**src/rtl/airi5c_fpu_issue_ctrl.sv**
```systemverilog
// airi5c_fpu_issue_ctrl: hands one FP operation at a time to the FPU core and keeps the sticky fflags.
// Optional watchdog on the core wait: AIRI5C_FPU_ISSUE_TIMEOUT_EN.
`default_nettype none

module airi5c_fpu_issue_ctrl #(
    parameter int OP_W        = 5,
    parameter int TIMEOUT_CYC = 64
) (
    input  logic            clk,
    input  logic            n_reset,
    input  logic            flush,
    input  logic            req_valid,
    output logic            req_ready,
    input  logic [OP_W-1:0] req_op,
    input  logic [2:0]      req_rm,
    input  logic [31:0]     req_a,
    input  logic [31:0]     req_b,
    input  logic [2:0]      csr_frm,
    input  logic            csr_fflags_we,
    input  logic [4:0]      csr_fflags_wdata,
    output logic [4:0]      fflags,
    output logic            core_load,
    output logic            core_kill,
    output logic            core_op_add,
    output logic            core_op_sub,
    output logic            core_op_mul,
    output logic            core_op_div,
    output logic            core_op_sqrt,
    output logic            core_op_sgnj,
    output logic            core_op_sgnjn,
    output logic            core_op_sgnjx,
    output logic            core_op_cvtfi,
    output logic            core_op_cvtfu,
    output logic            core_op_cvtif,
    output logic            core_op_cvtuf,
    output logic            core_op_eq,
    output logic            core_op_lt,
    output logic            core_op_le,
    output logic            core_op_class,
    output logic            core_op_min,
    output logic            core_op_max,
    output logic [2:0]      core_rm,
    output logic [31:0]     core_a,
    output logic [31:0]     core_b,
    input  logic [31:0]     core_result,
    input  logic            core_IV,
    input  logic            core_DZ,
    input  logic            core_OF,
    input  logic            core_UF,
    input  logic            core_IE,
    input  logic            core_ready,
    output logic            resp_valid,
    input  logic            resp_ready,
    output logic [31:0]     resp_result,
    output logic [4:0]      resp_flags,
    output logic            resp_illegal,
    output logic            busy
);

    localparam logic [1:0] S_IDLE  = 2'd0;
    localparam logic [1:0] S_ISSUE = 2'd1;
    localparam logic [1:0] S_WAIT  = 2'd2;
    localparam logic [1:0] S_RESP  = 2'd3;

    logic [1:0]      state, state_nxt;
    logic [OP_W-1:0] op_q;
    logic [2:0]      rm_res;
    logic            accept, illegal, capture, timeout;
    logic [4:0]      core_flags;
    logic [17:0]     op_vec;

    assign rm_res     = (req_rm == 3'b111) ? csr_frm : req_rm;
    assign illegal    = (req_op >= OP_W'(18)) || (rm_res >= 3'd5);
    assign accept     = (state == S_IDLE) && req_valid && !flush;
    assign capture    = (state == S_WAIT) && core_ready && !flush;
    assign core_flags = {core_IV, core_DZ, core_OF, core_UF, core_IE};

`ifdef AIRI5C_FPU_ISSUE_TIMEOUT_EN
    localparam int CNT_W = $clog2(TIMEOUT_CYC + 1);
    logic [CNT_W-1:0] wait_cnt;

    // wait_cnt holds the number of WAIT cycles already completed
    always_ff @(posedge clk or negedge n_reset) begin
        if (!n_reset)
            wait_cnt <= '0;
        else if (state != S_WAIT)
            wait_cnt <= '0;
        else
            wait_cnt <= wait_cnt + 1'b1;
    end

    assign timeout = (state == S_WAIT) && !core_ready && !flush &&
                     (wait_cnt == CNT_W'(TIMEOUT_CYC - 1));
`else
    logic unused_timeout_cfg;
    assign unused_timeout_cfg = (TIMEOUT_CYC > 0);
    assign timeout            = 1'b0;
`endif

    assign req_ready  = (state == S_IDLE);
    assign resp_valid = (state == S_RESP);
    assign busy       = (state != S_IDLE);
    assign core_load  = (state == S_ISSUE);
    assign core_kill  = flush || timeout;

    always_comb begin
        op_vec = '0;
        if (state == S_ISSUE || state == S_WAIT)
            op_vec = 18'(1) << op_q;
    end

    assign {core_op_max, core_op_min, core_op_class, core_op_le, core_op_lt, core_op_eq,
            core_op_cvtuf, core_op_cvtif, core_op_cvtfu, core_op_cvtfi, core_op_sgnjx,
            core_op_sgnjn, core_op_sgnj, core_op_sqrt, core_op_div, core_op_mul,
            core_op_sub, core_op_add} = op_vec;

    always_comb begin
        state_nxt = state;
        if (flush)
            state_nxt = S_IDLE;
        else begin
            case (state)
                S_IDLE:  if (req_valid) state_nxt = illegal ? S_RESP : S_ISSUE;
                S_ISSUE: state_nxt = S_WAIT;
                S_WAIT:  if (core_ready || timeout) state_nxt = S_RESP;
                default: if (resp_ready) state_nxt = S_IDLE;
            endcase
        end
    end

    always_ff @(posedge clk or negedge n_reset) begin
        if (!n_reset) begin
            state        <= S_IDLE;
            op_q         <= '0;
            core_rm      <= '0;
            core_a       <= '0;
            core_b       <= '0;
            resp_result  <= '0;
            resp_flags   <= '0;
            resp_illegal <= 1'b0;
            fflags       <= '0;
        end else begin
            state <= state_nxt;
            if (accept && illegal) begin
                resp_result  <= '0;
                resp_flags   <= '0;
                resp_illegal <= 1'b1;
            end else if (accept) begin
                op_q    <= req_op;
                core_rm <= rm_res;
                core_a  <= req_a;
                core_b  <= req_b;
            end
            if (capture) begin
                resp_result  <= core_result;
                resp_flags   <= core_flags;
                resp_illegal <= 1'b0;
            end else if (timeout) begin
                resp_result  <= 32'h7FC00000;
                resp_flags   <= 5'b10000;
                resp_illegal <= 1'b0;
            end
            // a CSR write replaces the accumulator but never masks a same-cycle capture
            fflags <= (csr_fflags_we ? csr_fflags_wdata : fflags)
                    | (capture ? core_flags : 5'b0)
                    | (timeout ? 5'b10000 : 5'b0);
        end
    end

endmodule

`default_nettype wire
```
**config.mk**
```make
export PLATFORM = sky130hd
export DESIGN_NAME = airi5c_fpu_issue_ctrl
export DESIGN_NICKNAME = d
export VERILOG_FILES = /design/src/rtl/airi5c_fpu_issue_ctrl.sv
export SDC_FILE = /design/constraint.sdc
export NUM_CORES = 1
export LEC_CHECK = 0
export CORE_ASPECT_RATIO = 1.75
export CORE_MARGIN = 5
export CORE_UTILIZATION = 39
export DETAILED_ROUTE_END_ITERATION = 8
export HOLD_SLACK_MARGIN = 0.05
export PLACE_DENSITY = 0.76
export SLEW_MARGIN = 15
export SYNTH_ARGS = -nofsm -noshare
export SYNTH_HDL_FRONTEND = slang
export SYNTH_SLANG_ARGS = --single-unit
export TNS_END_PERCENT = 30
```
**constraint.sdc**
```tcl
create_clock -name clk -period 2.6 [get_ports clk]
set_input_delay 0.39 -clock clk [delete_from_list [all_inputs] [get_ports clk]]
set_output_delay 0.39 -clock clk [all_outputs]
set_load 0.01 [all_outputs]
```
# After elaboration in Yosys (flattened, before gate mapping)
# Index checks and enable logic that the tools add are counted.
# Widths: inputs -> output; s select.
dict set report word_totals {
  in_bits 124
  latchBits 0
  mem_bits_rw 0
  memories 0
  word_cells 50
  output_inout_bits 133
  mem_bits_ro 0
  register_bits 117
}
dict set report classes {
  bitwise_logic 2
  n_lt_le_gt_ge 2
  eq_ne 6
  muxes 16
  n_div 0
  n_shift 1
  add_sub_neg 0
  mul 0
  n_reduce_logical 14
}
# op n
set op_table {}
lappend op_table {{$mux 32} 2}
lappend op_table {{$mux 5} 4}
lappend op_table {{$mux 18} 1}
lappend op_table {{$shl 1x5->18 const A} 1}
lappend op_table {{$mux 2} 5}
lappend op_table {{$ne 3x3->1 const B} 2}
lappend op_table {{$pmux 2 s3} 1}
lappend op_table {{$ge 5x5->1 const B} 1}
lappend op_table {{$logic_and 1x1->1} 5}
lappend op_table {{$or 5x5->5} 1}
lappend op_table {{$reduce_bool 5->1} 1}
lappend op_table {{$eq 2x2->1 const B} 2}
lappend op_table {{$reduce_bool 2->1} 2}
lappend op_table {{$eq 3x3->1 const B} 1}
lappend op_table {{$ge 3x3->1 const B} 1}
lappend op_table {{$mux 3} 1}
lappend op_table {{$reduce_and 3->1} 1}
lappend op_table {{$eq 2x1->1 const B} 1}
lappend op_table {{$logic_not 2->1} 1}
lappend op_table {{$logic_or 1x1->1} 2}
lappend op_table {{$mux 1} 2}
lappend op_table {{$reduce_and 2->1} 1}
lappend op_table {{$logic_not 1->1} 1}
lappend op_table {{$not 1->1} 1}

# Logic depth before layout (Yosys ltp)
dict set report depth {
  ltp_word 8
  mapped_depth 7
}

# Least setup slack after synthesis
# No wires, ideal clock.
dict set report synth_timing {
  path_type {reg-to-reg}
  startpoint {register state[0]}
  endpoint {register core_a[25]}
  setup_time_ns 0.125
  synth_period_minus_slack_ns 2.037
  stages_incl_launch_ff 7
  path_slack_ns 0.563
  t_arrival_ns 1.912
  t_required_ns 2.475
  path_cell_list {dfrtp_1 -> inv_1 -> ha_1 -> nand3_1 -> nor3_4 -> buf_6 -> mux2_2}
}
dict set report synth_via {
  elab_chain_cells 6
}
# element line_no
set synth_rtl {}
lappend synth_rtl {{start, declared} 65} ;# logic [1:0] state, state_nxt;
lappend synth_rtl {{start signal, assigned} 143} ;# state <= state_nxt;
lappend synth_rtl {{$logic_not 2->1 *} n/a}
lappend synth_rtl {{net req_ready} 13} ;# output logic req_ready,
lappend synth_rtl {{$logic_and 1x1->1 * (2 in a row)} 74} ;# assign accept = (state == S_IDLE) && req_valid && !flush;
lappend synth_rtl {{$logic_and 1x1->1} 144} ;# if (accept && illegal) begin
lappend synth_rtl {{$not 1->1 (no line)} n/a}
lappend synth_rtl {{$reduce_and 2->1 (no line) *} n/a}
lappend synth_rtl {{end signal, assigned} 151} ;# core_a <= req_a;
lappend synth_rtl {{end, declared} 43} ;# output logic [31:0] core_a,
# The timed path passes the listed nets; every way through them passes the cells marked *.
# A chain may end at the register's enable or synchronous reset.

# Worst setup path after layout
dict set report layout_timing {
  startpoint {register state[1]}
  endpoint {output port core_op_min}
}
dict set report layout_via {
  elab_chain_cells 3
  word_cells_on_any_way 4
  classes_between {2 x eq/ne; 1 x mux; 1 x reduce/logical}
}
# element line_no
set layout_rtl {}
lappend layout_rtl {{$eq 2x1->1 / $eq 2x2->1 (equally long branches)} 108} ;# if (state == S_ISSUE || state == S_WAIT)
lappend layout_rtl {{$logic_or 1x1->1 *} 108}
lappend layout_rtl {{$mux 18 *} 108}
lappend layout_rtl {{end, declared} 40} ;# output logic core_op_min,
# Mark *: on every way between the ends. The rest lies on a longest branch, timed or not.

==> impl_table.tex <==
\begin{tabular}{lr}
\hline
Metric & Value \\
\hline
\multicolumn{2}{l}{\textbf{Clock tree}} \\
\quad Worst-case clock buffer depth & 2 \\
\quad Clock slew seen by the registers of the worst setup and hold paths & 60 ps \\
\quad Later-pin clock latency in the skew report & 400 ps \\
\quad Number of buffers created by CTS & 17 \\
\quad \# clock sinks & 117 \\
\quad Maximum level of the CTS H-tree & 4 \\
\quad TritonCTS clock tree & built \\
\quad Library cell used as clock root buffer & sky130\_fd\_sc\_hd\_\_clkbuf\_16 \\
\multicolumn{2}{l}{\textbf{Hold path}} \\
\quad Class of the worst hold path & flip-flop to flip-flop \\
\multicolumn{2}{l}{\textbf{Global routing}} \\
\quad Global router's overall resource usage & 0.211 \\
\quad Vias in the first global route & 4386 \\
\quad Antenna violations before repair & 0 \\
\quad First-pass GRT wire length & 23.5 mm \\
\quad Maximum number of pins on one net before global-route repair & 54 \\
\quad Grt total ovfl & 0 \\
\multicolumn{2}{l}{\textbf{Logic synthesis}} \\
\quad Distinct cell type count of the synthesized netlist & 34 \\
\quad Number of flops mapped to enable cells by yosys & 0 \\
\quad Post-synthesis cell area & 0.00483 mm\^{}2 \\
\quad Most instantiated cells after synthesis & 117 x sky130\_fd\_sc\_hd\_\_dfrtp\_1, 89 x sky130\_fd\_sc\_hd\_\_nand2\_1, 62 x sky130\_fd\_sc\_hd\_\_mux2\_2 \\
\quad Post-synthesis sequential area ratio & 0.606 \\
\quad Synthesized area per cell & 11.9 um\^{}2 \\
\quad Cell with the most instances after synthesis & sky130\_fd\_sc\_hd\_\_dfrtp\_1 \\
\quad Yosys warnings & 0 \\
\quad Top cell type by total area after synthesis & sky130\_fd\_sc\_hd\_\_dfrtp\_1 \\
\quad Post-synth net total & 535 \\
\quad Leading post-synthesis cells by cell area & sky130\_fd\_sc\_hd\_\_dfrtp\_1 61\%, sky130\_fd\_sc\_hd\_\_mux2\_2 14\%, sky130\_fd\_sc\_hd\_\_nand2\_1 6.9\%, sky130\_fd\_sc\_hd\_\_o21ai\_0 4.4\%, sky130\_fd\_sc\_hd\_\_mux2i\_1 1.7\% \\
\quad Post-synth ARST share & 1.00 \\
\quad Dominant register cell in the synthesized netlist & sky130\_fd\_sc\_hd\_\_dfrtp\_1 \\
\quad Share of the synthesized area in the top cell type & 0.606 \\
\quad Number of register bits inferred by synthesis & 117 \\
\quad Cell count after synthesis & 407 \\
\multicolumn{2}{l}{\textbf{Layout}} \\
\quad Final Non-Filler Cells & 846 \\
\quad Diode count & 0 \\
\quad Area grow syn2layout & 68.9\% \\
\quad Fraction of layout instances using a drive strength above 1 & 0.160 \\
\quad Total number of nets in the final design & 797 \\
\multicolumn{2}{l}{\textbf{Timing}} \\
\quad Max Clk Rate & 400 MHz \\
\quad Max-slew violation count & 0 \\
\quad Transition time of the tightest slew-check pin & 564 ps \\
\quad Post-layout min period & 2500 ps \\
\quad Worst slew margin & 0.624 \\
\quad Final cycle utilization of the critical path & 0.962 \\
\quad RSZ-0062 raised after global routing & false \\
\quad Count of final hold-check violations & 0 \\
\quad Count of endpoints failing setup in the final report & 0 \\
\quad Skew final & 4.17 ps \\
\quad Post-Route Setup TNS & 0 ps \\
\quad Final worst slack & 99.4 ps \\
\quad Post-route worst hold slack & 486 ps \\
\multicolumn{2}{l}{\textbf{Place}} \\
\quad Half-perimeter wire length after detailed placement & 11.7 mm \\
\quad Worst-case setup slack after placement & 105 ps \\
\quad Gpl congestion & 0.832 \\
\quad Cells after DPL & 813 \\
\quad IO buf count & 256 \\
\multicolumn{2}{l}{\textbf{Drt}} \\
\quad Post-route ant nets & 0 \\
\quad WL/cell & 17.9 um \\
\quad Vias after detailed routing & 4059 \\
\quad Count of TritonRoute iterations in the first routing pass & 4 \\
\quad DRC violation total after the first TritonRoute iteration & 121 \\
\quad Mean number of vias per cell & 4.80 \\
\quad DRC violations left & 0 \\
\quad Overall routed net length & 15.2 mm \\
\multicolumn{2}{l}{\textbf{Critical path}} \\
\quad Largest fanout of any net on the critical path & 4 \\
\quad Arrival time at the worst endpoint & 2110 ps \\
\quad Worst endpoint required time & 2210 ps \\
\quad Endpoint type of the worst setup path & primary output \\
\quad Critical path startpoint category & flip-flop \\
\quad Critical path type & flip-flop to primary output \\
\multicolumn{2}{l}{\textbf{Floorplan}} \\
\quad I/O pin cnt & 257 \\
\quad Chip Width & 94.1 um \\
\quad Standard-cell rows & 53 \\
\quad Core Box Area & 0.0121 mm\^{}2 \\
\quad Die extent in y & 157 um \\
\quad DIE AREA & 0.0148 mm\^{}2 \\
\quad Initial core utilization & 0.400 \\
\multicolumn{2}{l}{\textbf{Run status}} \\
\quad Run status & finished, final reports clean \\
\multicolumn{2}{l}{\textbf{Pwr}} \\
\quad LEAKAGE & 3.58 nW \\
\quad Cell area power density & 1100 mW/mm\^{}2 \\
\quad Maximum resistive drop on vdd & 709 uV \\
\multicolumn{2}{l}{\textbf{Run}} \\
\quad Number of maximum-capacitance violations & 0 \\
\hline
\end{tabular}
## per-layer routing
layer  global-route usage  share of wire  vias to the layer above  wire length (um)
li1                     -              -                     1906                 -
met1                0.220           0.34                     1970              5170
met2                0.387           0.56                      158              8570
met3               0.0593          0.064                       25               969
met4               0.0950          0.031                        0               473
met5                    0              0                        -                 0
## registers in the layout (all words and copies together) (netlist names)
register and cells:
op_q 5, fflags 5, core_a 32, core_rm 3
resp_illegal 1, resp_flags 5, core_b 32, state 2
resp_result 32
## what timing repair did
action	CTS	global route
gates resized for setup	10	7
hold buffers	1	0
endpoints found under the hold margin	39	0
endpoints found under the setup margin	13	7
buffers inserted	1	0
## cells by family after synthesis
group,count (synthesis),share of synthesized area
flip-flops,117,0.606
XOR/XNOR,1,0.00181
adder cells (fa/ha/maj),4,0.0104
AND/OR/NAND/NOR,124,0.109
buffers and inverters,34,0.0389
multiplexers,76,0.175
AO/OA/AOI/OAI,51,0.0591
## cell usage in the layout (no fill, tap or decap), types with 2 or more instances in the layout
| cell | instances |
|---|---|
| sky130_fd_sc_hd__o21ai_0 | 42 |
| sky130_fd_sc_hd__clkdlybuf4s50_1 | 242 |
| sky130_fd_sc_hd__clkinvlp_4 | 5 |
| sky130_fd_sc_hd__clkinv_2 | 4 |
| sky130_fd_sc_hd__dlymetal6s2s_1 | 7 |
| sky130_fd_sc_hd__clkbuf_16 | 17 |
| sky130_fd_sc_hd__nor3_1 | 9 |
| sky130_fd_sc_hd__nand3_1 | 3 |
| sky130_fd_sc_hd__ha_1 | 3 |
| sky130_fd_sc_hd__nand2b_1 | 2 |
| sky130_fd_sc_hd__nand2_1 | 89 |
| sky130_fd_sc_hd__bufinv_16 | 2 |
| sky130_fd_sc_hd__dlygate4sd2_1 | 6 |
| sky130_fd_sc_hd__dfrtp_1 | 117 |
| sky130_fd_sc_hd__buf_12 | 2 |
| sky130_fd_sc_hd__nor2_1 | 11 |
| sky130_fd_sc_hd__mux2_1 | 6 |
| sky130_fd_sc_hd__mux2i_1 | 8 |
| sky130_fd_sc_hd__and3_1 | 3 |
| sky130_fd_sc_hd__buf_4 | 8 |
| sky130_fd_sc_hd__inv_1 | 11 |
| sky130_fd_sc_hd__clkinv_4 | 2 |
| sky130_fd_sc_hd__mux2_2 | 62 |
## worst max-delay path, stage by stage (launching register included)
cell	delay, ps
sky130_fd_sc_hd__dfrtp_1	380
sky130_fd_sc_hd__inv_1	100
sky130_fd_sc_hd__ha_4	290
sky130_fd_sc_hd__nor2b_2	170
sky130_fd_sc_hd__nand3_1	110
sky130_fd_sc_hd__nor2_1	110
sky130_fd_sc_hd__clkdlybuf4s50_1	550
## final cells by class
type,count,area [um^2]
Clock buffer,18,439
Clock inverter,13,135
Fill cell,947,3910
Inverter,11,41.3
Multi-Input combinational cell,256,1740
Sequential cell,117,2930
Tap cell,165,206
Timing Repair Buffer,266,2670
## power breakdown
part           internal [W]  switching [W]
combinational       0.00217        0.00151
sequential          0.00262       0.000461
clock               0.00142       0.000827
## path summary, 6_finish.rpt
check / startpoint / to / slack, ps / depth (start not counted)
max in group asynchronous: n_reset / core_b[6] / 1340 / 3
max: state[1] / core_op_min / 100 / 6
min in group asynchronous: n_reset / fflags[0] / 520 / 2
min reg2reg: core_a[15] / core_a[15] / 490 / 1
max reg2reg: state[1] / core_a[9] / 600 / 6
min: core_a[15] / core_a[15] / 490 / 1
## stage by stage
stage	util	instance area [um^2]	total power, W
2_1_floorplan	-	4830	0.00451
3_3_place_gp	0.624	7530	0.00666
3_5_place_dp	0.624	7530	0.00680
4_1_cts	0.675	8140	0.00915
5_1_grt	0.676	8160	0.00954
6_report	0.676	8160	0.00901
No activity file was read; power rests on OpenSTA's default activity.
